[src/rtl/unit_hazard_control_pkg.sv]
// Shared hazard-control definitions: FSM encodings and drain depth.
// Latency: n/a (types and constants only).
// Backpressure: n/a.
package unit_hazard_control_pkg;

    // Encodings are read by the debug unit alongside o_halted, so keep them fixed.
    typedef enum logic [1:0] {
        RUN    = 2'b00,
        DRAIN  = 2'b01,
        HALTED = 2'b10
    } hz_state_e;

    // One step per stage behind ID that must retire before the core is quiet: EX, MEM, WB.
    localparam int DRAIN_CYCLES_DEF = 3;

endpackage

[src/rtl/unit_hazard_detect.sv]
// Load-use comparator: flags an ID instruction that needs a register a load in EX has not yet produced.
// Latency: purely combinational.
// Backpressure: none; the caller decides whether to act on o_load_use.
module unit_hazard_detect #(
    parameter int BITS_REGS = 5
) (
    input  logic                 i_IDEX_mem_read,
    input  logic [BITS_REGS-1:0] i_IDEX_rt,
    input  logic [BITS_REGS-1:0] i_IFID_rs,
    input  logic [BITS_REGS-1:0] i_IFID_rt,
    input  logic                 i_IFID_uses_rt,
    output logic                 o_load_use
);

    logic rs_hit;
    logic rt_hit;

    // $zero is never a real dependency, so a load targeting r0 cannot cause a stall.
    assign rs_hit     = (i_IDEX_rt == i_IFID_rs);
    assign rt_hit     = i_IFID_uses_rt && (i_IDEX_rt == i_IFID_rt);
    assign o_load_use = i_IDEX_mem_read && (i_IDEX_rt != '0) && (rs_hit || rt_hit);

endmodule

[src/rtl/unit_hazard_control.sv]
// ID-stage hazard control: load-use stalls, branch flushes and HALT drain for the 5-stage core.
// Latency: control outputs are combinational (act at the next edge); halted/stall count are registered.
// Backpressure: i_step=0 freezes every latch and all internal state for that cycle.
module unit_hazard_control
    import unit_hazard_control_pkg::*;
#(
    parameter int BITS_REGS      = 5,
    parameter int DRAIN_CYCLES   = DRAIN_CYCLES_DEF,
    parameter int BITS_DRAIN     = 2,
    parameter int BITS_STALL_CNT = 16
) (
    input  logic                      i_clk,
    input  logic                      i_reset,
    input  logic                      i_step,
    input  logic                      i_IDEX_mem_read,
    input  logic [BITS_REGS-1:0]      i_IDEX_rt,
    input  logic [BITS_REGS-1:0]      i_IFID_rs,
    input  logic [BITS_REGS-1:0]      i_IFID_rt,
    input  logic                      i_IFID_uses_rt,
    input  logic                      i_branch_taken,
    input  logic                      i_halt_id,
    output logic                      o_pc_write,
    output logic                      o_IFID_write,
    output logic                      o_IFID_flush,
    output logic                      o_IDEX_bubble,
    output logic                      o_halted,
    output logic [BITS_STALL_CNT-1:0] o_stall_count
);

    localparam logic [BITS_DRAIN-1:0]     DRAIN_LOAD = BITS_DRAIN'(DRAIN_CYCLES);
    localparam logic [BITS_DRAIN-1:0]     DRAIN_LAST = BITS_DRAIN'(1);
    localparam logic [BITS_STALL_CNT-1:0] STALL_ONE  = BITS_STALL_CNT'(1);

    hz_state_e                 state_q, state_d;
    logic [BITS_DRAIN-1:0]     drain_q, drain_d;
    logic [BITS_STALL_CNT-1:0] stall_q, stall_d;
    logic                      load_use;

    unit_hazard_detect #(
        .BITS_REGS (BITS_REGS)
    ) u_detect (
        .i_IDEX_mem_read (i_IDEX_mem_read),
        .i_IDEX_rt       (i_IDEX_rt),
        .i_IFID_rs       (i_IFID_rs),
        .i_IFID_rt       (i_IFID_rt),
        .i_IFID_uses_rt  (i_IFID_uses_rt),
        .o_load_use      (load_use)
    );

    // State, drain countdown and stall statistics; all clear immediately on reset.
    always_ff @(posedge i_clk or negedge i_reset) begin
        if (!i_reset) begin
            state_q <= RUN;
            drain_q <= '0;
            stall_q <= '0;
        end else begin
            state_q <= state_d;
            drain_q <= drain_d;
            stall_q <= stall_d;
        end
    end

    // Next-state and latch-control mux; HALT outranks load-use, which outranks a taken branch.
    always_comb begin
        o_pc_write    = 1'b0;
        o_IFID_write  = 1'b0;
        o_IFID_flush  = 1'b0;
        o_IDEX_bubble = 1'b0;
        state_d       = state_q;
        drain_d       = drain_q;
        stall_d       = stall_q;
        if (!i_reset) begin
            // Keep garbage out of ID/EX while reset is held.
            o_IDEX_bubble = 1'b1;
        end else if (i_step) begin
            case (state_q)
                RUN: begin
                    if (i_halt_id) begin
                        // HALT is held in ID and never issued; older instructions drain behind it.
                        o_IDEX_bubble = 1'b1;
                        state_d       = DRAIN;
                        drain_d       = DRAIN_LOAD;
                    end else if (load_use) begin
                        // A coincident taken branch is dropped here and re-resolves next cycle.
                        o_IDEX_bubble = 1'b1;
                        if (stall_q != '1) begin
                            stall_d = stall_q + STALL_ONE;
                        end
                    end else begin
                        o_pc_write   = 1'b1;
                        o_IFID_write = 1'b1;
                        o_IFID_flush = i_branch_taken;
                    end
                end
                DRAIN: begin
                    o_IDEX_bubble = 1'b1;
                    drain_d       = drain_q - DRAIN_LAST;
                    if (drain_q == DRAIN_LAST) begin
                        state_d = HALTED;
                    end
                end
                HALTED: begin
                    o_IDEX_bubble = 1'b1;
                end
                default: begin
                    o_IDEX_bubble = 1'b1;
                    state_d       = RUN;
                end
            endcase
        end
    end

    assign o_halted      = (state_q == HALTED);
    assign o_stall_count = stall_q;

endmodule
[config.mk]
export PLATFORM = sky130hd
export DESIGN_NAME = unit_hazard_control
export DESIGN_NICKNAME = d
export VERILOG_FILES = /design/src/rtl/unit_hazard_control_pkg.sv /design/src/rtl/unit_hazard_detect.sv /design/src/rtl/unit_hazard_control.sv
export SDC_FILE = /design/constraint.sdc
export NUM_CORES = 1
export LEC_CHECK = 0
export BUFFER_PORTS_ARGS = -buffer_cell sky130_fd_sc_hd__buf_4
export CAP_MARGIN = 20
export CORE_MARGIN = 3
export CORE_UTILIZATION = 41
export DETAILED_ROUTE_END_ITERATION = 8
export PLACE_DENSITY_LB_ADDON = 0.08
export SYNTH_ARGS = -nofsm -noshare
export SYNTH_HDL_FRONTEND = slang
export SYNTH_SLANG_ARGS = --single-unit
[constraint.sdc]
create_clock -name i_clk -period 1.75 [get_ports i_clk]
set_input_delay 0.175 -clock i_clk [delete_from_list [all_inputs] [get_ports i_clk]]
set_output_delay 0.175 -clock i_clk [all_outputs]
set_load 0.01 [all_outputs]
==> results.cfg <==
[logic_synthesis]
ys_ff_latch = 20
synthTopCellsByArea = dfrtp_1 40%, xnor2_1 16%, nand4_1 6.0%
syn_area_um2 = 1250
async_flop_share = 1.00
synth_area_per_cell_um2 = 9.77
yosysSeqAreaShare = 0.400
synth.distinct_cells = 36
yosys_warnings = 0
synth_edf_count = 0
synth_top_cell_by_area = dfrtp_1
synthCells = 128
synth_flop_cell = dfrtp_1
synth_top_area_frac = 0.400
synth_nets = 152

[pwr]
ir_drop_v = 0.000358
p_per_area_nw_per_um2 = 660
combPwrFrac = 0.284
power_leakage_uw = 0.000948
switching_share = 0.281
p_int_uw = 939
p_sw_uw = 367
pwr-share-seq = 0.416
p_clk_frac = 0.300

[critical_path]
worstPathMaxFanout = 4
crit_path_max_incr_delay_ns = 0.54
crit_chain = nand4_1 > or4_4 > nor2b_4 > nand3_2 > mux2_4
endpoint_kind = flop
crit_slowest_cell = or4_4
ff2ff_setup_slack_ns = 0.02
crit_arrival_ns = 1.93
reg2regPathDepth = 5
rr_endpoint = o_stall_count[1]$_DFFE_PN0P_
cp.required_ns = 1.96
crit_type = reg -> reg
crit_path_start_kind = flop
r2r_start = o_stall_count[7]$_DFFE_PN0P_

[layout]
fill_cells = 222
final_cell_mix = 77 x buf_4, 23 x xnor2_1, 18 x dfrtp_1
diodes = 0
multi_input_area_um2 = 772
design_area_um2 = 1980
area_growth_pct = 58.4
layout_commonest_cell = buf_4
fin_nets = 232
drive_gt1_frac = 0.493
ff_latch_area_um2 = 503

[detailed_routing]
vias = 1250
firstDrtPassIters = 4
drt_iter0_drc = 37
wl_per_cell_um = 13.5
drc_errors = 0
via_per_inst = 5.25
final_antenna_net_count = 0
finalWirelength_um = 3210

[clock_tree]
clock_latency_ns = 0.31
numCtsBuffers = 3
cts.sinks = 20
clk_pin_slew_worst_paths_ns = 0.13
clockBufferDepth = 2
htreeDepth = 1
cts_tree = done
cts_root_buffer = clkbuf_4

[grt]
grt_pass1_wl_um = 5020
grt_pass1_vias = 1127
grt_overflow = 0
antenna_found_initial = 0
met3_usage = 0.0314
top_usage_layer = met2
use_met2 = 0.285
grtUsageMet1 = 0.246
grtUsageTotal = 0.179
grt_max_degree = 13

[timing]
fin_crit_ns = 1.73
worst_pin_slew_ns = 0.502
min_period_over_period = 0.986
whs_ns = 0.124
setup_viol = 0
rsz0062_at_grt = yes
finalSetupTns_ns = 0
skew_ns = 0.00540
relSlewSlack = 0.664
hold_viol_final = 0
max_freq_ghz = 0.580
drv_slew = 0

[floorplan]
die_h_um = 61.2
ios = 43
dieArea_um2 = 3750
dieWidth_um = 61.2
core_area_um2 = 2830
start_util = 0.442
row_count = 19

[placement]
port-buffer-count = 42
placed_area_um2 = 1780
place_congestion = 0.870
hpwl_um = 2390

[flow_run]
drv_cap = 0

[worst_hold_path]
hold_path_depth = 3
min-delay-start = i_halt_id
min_to = state_q[0]$_DFFE_PN0P_
hp-class = in -> reg

[run_status]
outcome = completed
## critical path, delay by kind of cell, from the launching register on
family / cells / cell delay [ns]
DFF: 1 / 0.42
muxes: 1 / 0.30
and+or+nand+nor: 4 / 0.92
## layout make-up
type | instances | area share
Clock buffer | 3 | 0.0114
Clock inverter | 1 | 0.0152
Inverter | 1 | 0.00190
Multi-Input combinational cell | 102 | 0.390
Sequential cell | 20 | 0.254
Tap cell | 31 | 0.0196
Timing Repair Buffer | 80 | 0.308
## cells in the mapped netlist (all sizes together), types with 2 or more instances
master / instances
a31oi: 2
and3: 7
buf: 4
dfrtp: 20
ha: 2
mux2: 3
nand2: 12
nand2b: 2
nand3: 10
nand3b: 2
nand4: 13
nor2: 4
nor2b: 3
nor3: 5
nor4: 2
o21ai: 3
or4: 2
xnor2: 23
## routing by layer
| layer | routed length (µm) | vias to the layer above |
|---|---|---|
| met5 | 0 | - |
| met2 | 1640 | 36 |
| met4 | 28 | 0 |
| li1 | - | 619 |
| met1 | 1380 | 591 |
| met3 | 162 | 4 |
## cells by family after synthesis
group	Yosys count	synth area share
flops	20	0.400
mux	3	0.0300
buf+inv	6	0.0290
fa+ha+maj	2	0.0200
compound gates	8	0.0491
simple gates	66	0.310
xor+xnor	23	0.161
## through the flow
stage               setup slack [ns]  total power (µW)  cells   util
floorplan                     -0.173               722    128      -
global placement              0.0386               881    224  0.630
detailed placement          -0.00308               894    224  0.630
CTS                          0.00605              1290    232  0.662
global route                 -0.0345              1380    238  0.700
finish                        0.0250              1310    238  0.700
## state kept, by name, summed over array words and instances (netlist names)
register	count
o_stall_count	16
drain_q	2
state_q	2
## power groups by stage
| stage | clock [µW] | sequential [µW] | combinational (µW) |
|---|---|---|---|
| detailed placement | 0 | 541 | 353 |
| global route | 411 | 552 | 416 |
| floorplan | 0 | 543 | 179 |
| global placement | 0 | 539 | 342 |
| finish | 391 | 544 | 371 |
| CTS | 398 | 540 | 351 |
## how the worst max path moves through the flow
stage                                      start  slack, ns  depth (start not counted)                             to
floorplan           o_stall_count[1]$_DFFE_PN0P_      -0.17                          7   o_stall_count[1]$_DFFE_PN0P_
global placement                    i_IDEX_rt[1]       0.04                          6                     o_pc_write
detailed placement                  i_IDEX_rt[1]     -0.003                          6  o_stall_count[15]$_DFFE_PN0P_
CTS                 o_stall_count[9]$_DFFE_PN0P_      0.006                          5   o_stall_count[1]$_DFFE_PN0P_
global route        o_stall_count[0]$_DFFE_PN0P_      -0.03                          6   o_stall_count[1]$_DFFE_PN0P_
finish              o_stall_count[7]$_DFFE_PN0P_       0.02                          5   o_stall_count[1]$_DFFE_PN0P_
## timing repair
action	CTS	global route
hold buffers	2	0
endpoints found under the hold margin	20	0
endpoints found under the setup margin	3	16
pin swaps	1	6
setup buffers	3	6
resized for setup	1	11
Note: power is estimated with default switching activity, not from simulation.
